**config.mk**
```make
export PLATFORM = sky130hd
export DESIGN_NAME = viterbi_frame_ctrl
export DESIGN_NICKNAME = d
export VERILOG_FILES = /design/src/rtl/viterbi_frame_ctrl.sv
export SDC_FILE = /design/constraint.sdc
export NUM_CORES = 1
export LEC_CHECK = 0
export CAP_MARGIN = 30
export CORE_AREA = 2 2 105 107
export CTS_CLUSTER_SIZE = 12
export DETAILED_ROUTE_END_ITERATION = 10
export DIE_AREA = 0 0 107 109
export PLACE_DENSITY_LB_ADDON = 0.12
export SYNTH_ARGS = -nofsm -noshare
export SYNTH_HDL_FRONTEND = slang
export SYNTH_SLANG_ARGS = --single-unit
```
**constraint.sdc**
```tcl
create_clock -name clk -period 3.7 [get_ports clk]
set_clock_uncertainty 0.15 [all_clocks]
set_input_delay 0.74 -clock clk [delete_from_list [all_inputs] [get_ports clk]]
set_output_delay 0.74 -clock clk [all_outputs]
set_load 0.01 [all_outputs]
```
**src/rtl/viterbi_frame_ctrl.sv**
```systemverilog
// Frame sequencer for the rate-1/2 convolutional encoder + Viterbi decoder chain.
// Latency: start accepted at edge 0, done in cycle FRAME_LEN+2+DEC_LAT (38 for defaults).
// Backpressure: none; start is honoured only in IDLE, abort returns to IDLE from any state.
//
// Ports:
//   clk        rising-edge clock
//   res        asynchronous active-low reset
//   start      frame request, sampled only in IDLE (abort wins over start)
//   abort      synchronous abort back to IDLE, no done
//   frame_in   frame, latched when start is accepted
//   busy       high in CLEAR/ENCODE/TAIL/DRAIN/DONE
//   done       1-cycle pulse; frame_out/err_count valid from this cycle
//   enc_clr    clears encoder shift register and decoder path metrics
//   enc_en     chain advance enable (encoder and decoder)
//   enc_bit    bit into the encoder; 0 outside ENCODE
//   dec_bit    decoder output bit
//   frame_out  decoded frame; holds until the next accepted start
//   err_count  popcount(latched frame ^ frame_out); holds like frame_out
module viterbi_frame_ctrl #(
    parameter int FRAME_LEN = 16,
    parameter int TAIL_LEN  = 2,
    parameter int DEC_LAT   = 20,
    localparam int CW       = $clog2(FRAME_LEN + 1)
) (
    input  logic                 clk,
    input  logic                 res,
    input  logic                 start,
    input  logic                 abort,
    input  logic [FRAME_LEN-1:0] frame_in,
    output logic                 busy,
    output logic                 done,
    output logic                 enc_clr,
    output logic                 enc_en,
    output logic                 enc_bit,
    input  logic                 dec_bit,
    output logic [FRAME_LEN-1:0] frame_out,
    output logic [CW-1:0]        err_count
);

    // Tail counter is sized so that TAIL_LEN = 0 still yields a legal width.
    localparam int TW = $clog2(TAIL_LEN + 2);

    typedef enum logic [2:0] {
        S_IDLE,
        S_CLEAR,
        S_ENCODE,
        S_TAIL,
        S_DRAIN,
        S_DONE
    } state_t;

    state_t               state;
    logic [FRAME_LEN-1:0] frm_lat;   // frame as accepted, reference for err_count
    logic [FRAME_LEN-1:0] tx_sr;     // MSB-first transmit shifter
    logic [CW-1:0]        bit_cnt;   // data bits already presented on enc_bit
    logic [CW-1:0]        cap_cnt;   // decoded data bits captured so far
    logic [TW-1:0]        tail_cnt;  // tail bits presented, counting from 1
    logic [DEC_LAT-1:0]   tag_dl;    // "this cycle carried a data bit" tags

    logic                 tap;
    logic                 cap_last;
    logic [FRAME_LEN-1:0] cap_word;

    function automatic logic [CW-1:0] popcount(input logic [FRAME_LEN-1:0] v);
        logic [CW-1:0] n;
        n = '0;
        for (int i = 0; i < FRAME_LEN; i++) begin
            n = n + CW'(v[i]);
        end
        return n;
    endfunction

    // A tag entered during an ENCODE cycle reaches the tap exactly DEC_LAT
    // cycles later, i.e. in the cycle the same bit appears on dec_bit.
    assign tap      = tag_dl[DEC_LAT-1];
    assign cap_word = {frame_out[FRAME_LEN-2:0], dec_bit};
    assign cap_last = tap && (cap_cnt == CW'(FRAME_LEN - 1));

    always_ff @(posedge clk or negedge res) begin
        if (!res) begin
            state     <= S_IDLE;
            busy      <= 1'b0;
            done      <= 1'b0;
            enc_clr   <= 1'b0;
            enc_en    <= 1'b0;
            enc_bit   <= 1'b0;
            frame_out <= '0;
            err_count <= '0;
            frm_lat   <= '0;
            tx_sr     <= '0;
            bit_cnt   <= '0;
            cap_cnt   <= '0;
            tail_cnt  <= '0;
            tag_dl    <= '0;
        end else begin
            tag_dl <= (tag_dl << 1) | DEC_LAT'(state == S_ENCODE);

            // Capture path runs independently of the FSM state; only tagged
            // cycles are sampled, so tail bits never reach frame_out.
            if (tap && (cap_cnt != CW'(FRAME_LEN))) begin
                frame_out <= cap_word;
                cap_cnt   <= cap_cnt + 1'b1;
            end
            // err_count uses the word as it will look after this final capture.
            if (cap_last) begin
                err_count <= popcount(frm_lat ^ cap_word);
            end

            if (abort && (state != S_IDLE)) begin
                state   <= S_IDLE;
                busy    <= 1'b0;
                done    <= 1'b0;
                enc_clr <= 1'b0;
                enc_en  <= 1'b0;
                enc_bit <= 1'b0;
                tag_dl  <= '0;
            end else begin
                case (state)
                    S_IDLE: begin
                        if (start && !abort) begin
                            state     <= S_CLEAR;
                            frm_lat   <= frame_in;
                            tx_sr     <= frame_in;
                            frame_out <= '0;
                            err_count <= '0;
                            bit_cnt   <= '0;
                            cap_cnt   <= '0;
                            tail_cnt  <= '0;
                            busy      <= 1'b1;
                            enc_clr   <= 1'b1;
                        end
                    end
                    S_CLEAR: begin
                        state   <= S_ENCODE;
                        enc_clr <= 1'b0;
                        enc_en  <= 1'b1;
                        enc_bit <= tx_sr[FRAME_LEN-1];
                        tx_sr   <= tx_sr << 1;
                        bit_cnt <= CW'(1);
                    end
                    S_ENCODE: begin
                        if (bit_cnt == CW'(FRAME_LEN)) begin
                            enc_bit <= 1'b0;
                            if (TAIL_LEN == 0) begin
                                state <= S_DRAIN;
                            end else begin
                                state    <= S_TAIL;
                                tail_cnt <= TW'(1);
                            end
                        end else begin
                            enc_bit <= tx_sr[FRAME_LEN-1];
                            tx_sr   <= tx_sr << 1;
                            bit_cnt <= bit_cnt + 1'b1;
                        end
                    end
                    S_TAIL: begin
                        // With DEC_LAT == TAIL_LEN the last capture can land
                        // inside the tail, so completion is checked here too.
                        if (cap_last) begin
                            state   <= S_DONE;
                            done    <= 1'b1;
                            enc_en  <= 1'b0;
                            enc_bit <= 1'b0;
                        end else if (tail_cnt == TW'(TAIL_LEN)) begin
                            state <= S_DRAIN;
                        end else begin
                            tail_cnt <= tail_cnt + 1'b1;
                        end
                    end
                    S_DRAIN: begin
                        if (cap_last || (cap_cnt == CW'(FRAME_LEN))) begin
                            state   <= S_DONE;
                            done    <= 1'b1;
                            enc_en  <= 1'b0;
                            enc_bit <= 1'b0;
                        end
                    end
                    S_DONE: begin
                        state <= S_IDLE;
                        done  <= 1'b0;
                        busy  <= 1'b0;
                    end
                    default: begin
                        state   <= S_IDLE;
                        busy    <= 1'b0;
                        done    <= 1'b0;
                        enc_clr <= 1'b0;
                        enc_en  <= 1'b0;
                        enc_bit <= 1'b0;
                    end
                endcase
            end
        end
    end

endmodule

```
==> summary by stage <==
Run status
The flow ran to the end, but the final reports show violations. The final reports fail on negative setup slack.

Timing
The minimum setup slack in the final design is -158.7 ps. The number of hold-slack violations in the final timing report is 0. The minimum hold slack is 269.5 ps. The number of slew-limit violations in the final report was 0.

The maximum clock frequency is 259.2 MHz. The share of the cycle needed by the critical path after routing is 1.043. The number of failing setup endpoints in the final timing report is 3. The smallest clock period supported by the final layout is computed as 3859 ps.

The worst slew slack as a fraction of its limit is 0.3957. Setup repair after global routing could not meet its margin everywhere. At the pin with the least slew margin, the transition time is 906.4 ps.

Worst setup path
The path depth of the worst reg2reg path is 14. The critical path in this run is classified as reg2reg. The arrival time at the worst endpoint is 3950 ps. The worst setup path is launched from a register. The register-to-register setup slack is -160 ps. The startpoint of the worst register-to-register path is frm_lat[5].

The capture point of the worst reg-to-reg path is err_count[2]. Along the worst path, the maximum fanout reaches 2. The critical path required time is 3790 ps. The worst setup path is captured at a register.

Clock tree
The clock drives 93 sinks. Clock-pin slew was measured on the worst setup and hold paths at 90 ps. In this run the deepest clock path goes through 2 buffers. Clock latency on the worst-skew pair, taken at its later pin, is 370 ps.

The tree is rooted in a clkbuf_8. The number of clock buffers added by TritonCTS is 9. The total of hold buffers inserted after clock tree synthesis is 0. The CTS tree is built. The number of H-tree levels is 3.

Final layout
The net count of the finished layout is 558. From synthesis to final layout, the design area changed by 18.83%. With fillers left out, the area of the finished cells amounts to 0.005552 mm2. The non-filler instance count after layout is 660.

0 antenna diodes ended up in the layout. At the end of the flow the core is filled with cells to 0.5236. In the final layout, the share of cells above drive strength 1 is 0.1173.

Place
The placed instances occupy a cell area of 0.005303 mm2. Detailed placement finished with a half-perimeter wire length of 6928 um. Routability-driven placement finished with a final weighted congestion of 0.8092.

The count of placed standard cells including taps is 644. The number of input and output port buffers inserted is 46.

Route
The average via count per standard cell is 5.053. The routed design has 9873 um of wire. The total DRC errors in the routed layout is 0. Once detail routing completed, the nets flagged for antenna violations numbered 0. After the first detailed-routing iteration, the DRC count stood at 178.

The routed via count is 3,335. In the final routed layout, each cell accounts on average for 14.96 um. The iteration count of the initial detailed-routing pass is 4.

Yosys
Synthesis handed over a netlist of 469 instances. The synthesized design contains 93 register bits. In this run, synthesis inferred 0 flip-flops with an integrated enable. Yosys printed 0 warnings.

The share of async-settable or async-resettable flops after synthesis is 1.000. Ranked by instance count, the synthesized netlist is headed by 114 x nand2_1, 93 x dfrtp_1, 28 x a21oi_1. For this run, the register share of the synthesized area comes to 0.4981. Summed over all instances, the cell type with the most area after synthesis is dfrtp_1. The cell area after synthesis is 0.004672 mm2. The synthesized netlist net count is 511. The leading cell type by number of instances after synthesis is nand2_1. The share of synthesized area in the top cell type comes to 0.4981.

The count of unique library cells instantiated by Yosys is 54. By area the synthesized netlist is led by dfrtp_1 50%, nand2_1 9.2%, fa_1 4.3%. The average instance area after synthesis is 9.962 um2. In the synthesized netlist the dominant register cell turns out to be dfrtp_1.

Global routing
The via count of the first global-routing pass was 3,367. The total congestion overflow is 0. The global-route wire length before repair is 16,800 um. The number of antenna violations at the first check in global routing is 0. In the global route stage, overall resource usage came out at 0.1880. The largest net degree at the start of global routing is 58.

Floorplanning
The die is 109 um tall. The I/O pin count is 47. The die footprint is 0.01166 mm2.

Measured along the x axis, the die boundary spans 107 um. The placement row count is 38. The initial utilization of the core area, before any placement, comes to 0.4406.

In this run the standard cell core region covers 0.01060 mm2.

Run
The total of max-cap violations is 0.

Power and ir drop
The power consumption is 0.004373 W. Dividing total power by cell area gives a power density of 787.8 mW/mm2. The reported leakage power is 2.534 nW. Across the VDD grid, the largest voltage drop is 0.6920 mV.

Worst hold path
The kind of path behind the tightest hold check is in2async.
-- metrics by stage --
step                setup slack (ps)  TNS (ps)
floorplan                     -294.7    -857.4
global route                  -341.6    -992.6
global placement              -974.7     -3950
finish                        -158.7    -377.7
CTS                           -233.4    -543.0
detailed placement             -1004     -4084
-- layout make-up --
cell class	instances	area, um2
tap	140	175.2
sequential	93	2327
multi-input combinational	331	2192
timing repair buffer	62	573.1
inverter	19	71.32
clock inverter	5	85.08
clock buffer	10	127.6
fill	978	5051
-- registers in the layout (all words and copies together), names as in the netlist --
signal / flops
frm_lat: 16
busy: 1
enc_clr: 1
state: 3
tail_cnt: 2
enc_bit: 1
bit_cnt: 5
tag_dl: 20
tx_sr: 16
err_count: 5
cap_cnt: 5
enc_en: 1
done: 1
frame_out: 16
-- where the power goes --
group / switching (W) / internal, W
Sequential: 0.000151 / 0.00120
Clock: 0.000368 / 0.000381
Combinational: 0.00114 / 0.00113
Total: 0.00166 / 0.00271
-- layer usage --
metal | up-vias | track usage | part of all wire
met5 | - | 0 | 0
met4 | 0 | 0.06215 | 0.010
met3 | 8 | 0.03766 | 0.020
met2 | 32 | 0.2994 | 0.47
met1 | 1643 | 0.2595 | 0.50
li1 | 1652 | - | -
-- critical path, stage by stage, from the launching register on --
cell and delay, ps:
dfrtp_1 400, xor2_1 180, fa_1 590, fa_2 440, fa_1 540, inv_1 50, fa_2 410, inv_2 80
ha_4 130, inv_2 40, fa_2 350, nor2b_2 130, nor3_1 60, a21oi_1 130, nor2_1 60
-- cell families (layout without fill, tap and decap cells) --
| family | count (synthesis) | count (layout) | share of synthesized area |
|---|---|---|---|
| flops | 93 | 93 | 0.4981 |
| buf+inv | 45 | 96 | 0.04767 |
| fa+ha+maj | 21 | 21 | 0.07231 |
| mux | 15 | 15 | 0.03214 |
| compound gates | 84 | 84 | 0.1197 |
| simple gates | 191 | 191 | 0.1926 |
| xor+xnor | 20 | 20 | 0.03749 |
-- worst max path at each step --
stage	slack [ps]	cells after the start	end	start
2_1_floorplan	-290	15	err_count[2]	dec_bit
3_3_place_gp	-970	16	err_count[2]	dec_bit
3_5_place_dp	-1000	16	err_count[2]	dec_bit
4_1_cts	-230	14	err_count[2]	frm_lat[5]
5_1_grt	-340	15	err_count[2]	frame_out[2]
6_report	-160	14	err_count[2]	frm_lat[5]
-- placed cells by master (no fill, tap or decap), types with 3 or more instances in the layout --
cell type,n
a21oi_1,27
and2_1,22
buf_4,17
clkbuf_8,9
clkdlybuf4s50_1,44
dfrtp_1,93
fa_1,7
fa_2,3
ha_1,10
inv_1,17
mux2i_1,15
nand2_1,114
nand2b_1,3
nand3_1,8
nor2_1,16
nor2b_1,5
nor3_1,6
o21ai_0,10
o21ai_1,12
o21ai_2,10
xnor2_1,3
xor2_1,14
-- what timing repair did --
item / in CTS / in global routing
buffers inserted: 0 / 1
pin swaps: 12 / 6
setup endpoints to repair: 5 / 4
gates resized for setup: 7 / 4
(Power assumes the default switching activity.)
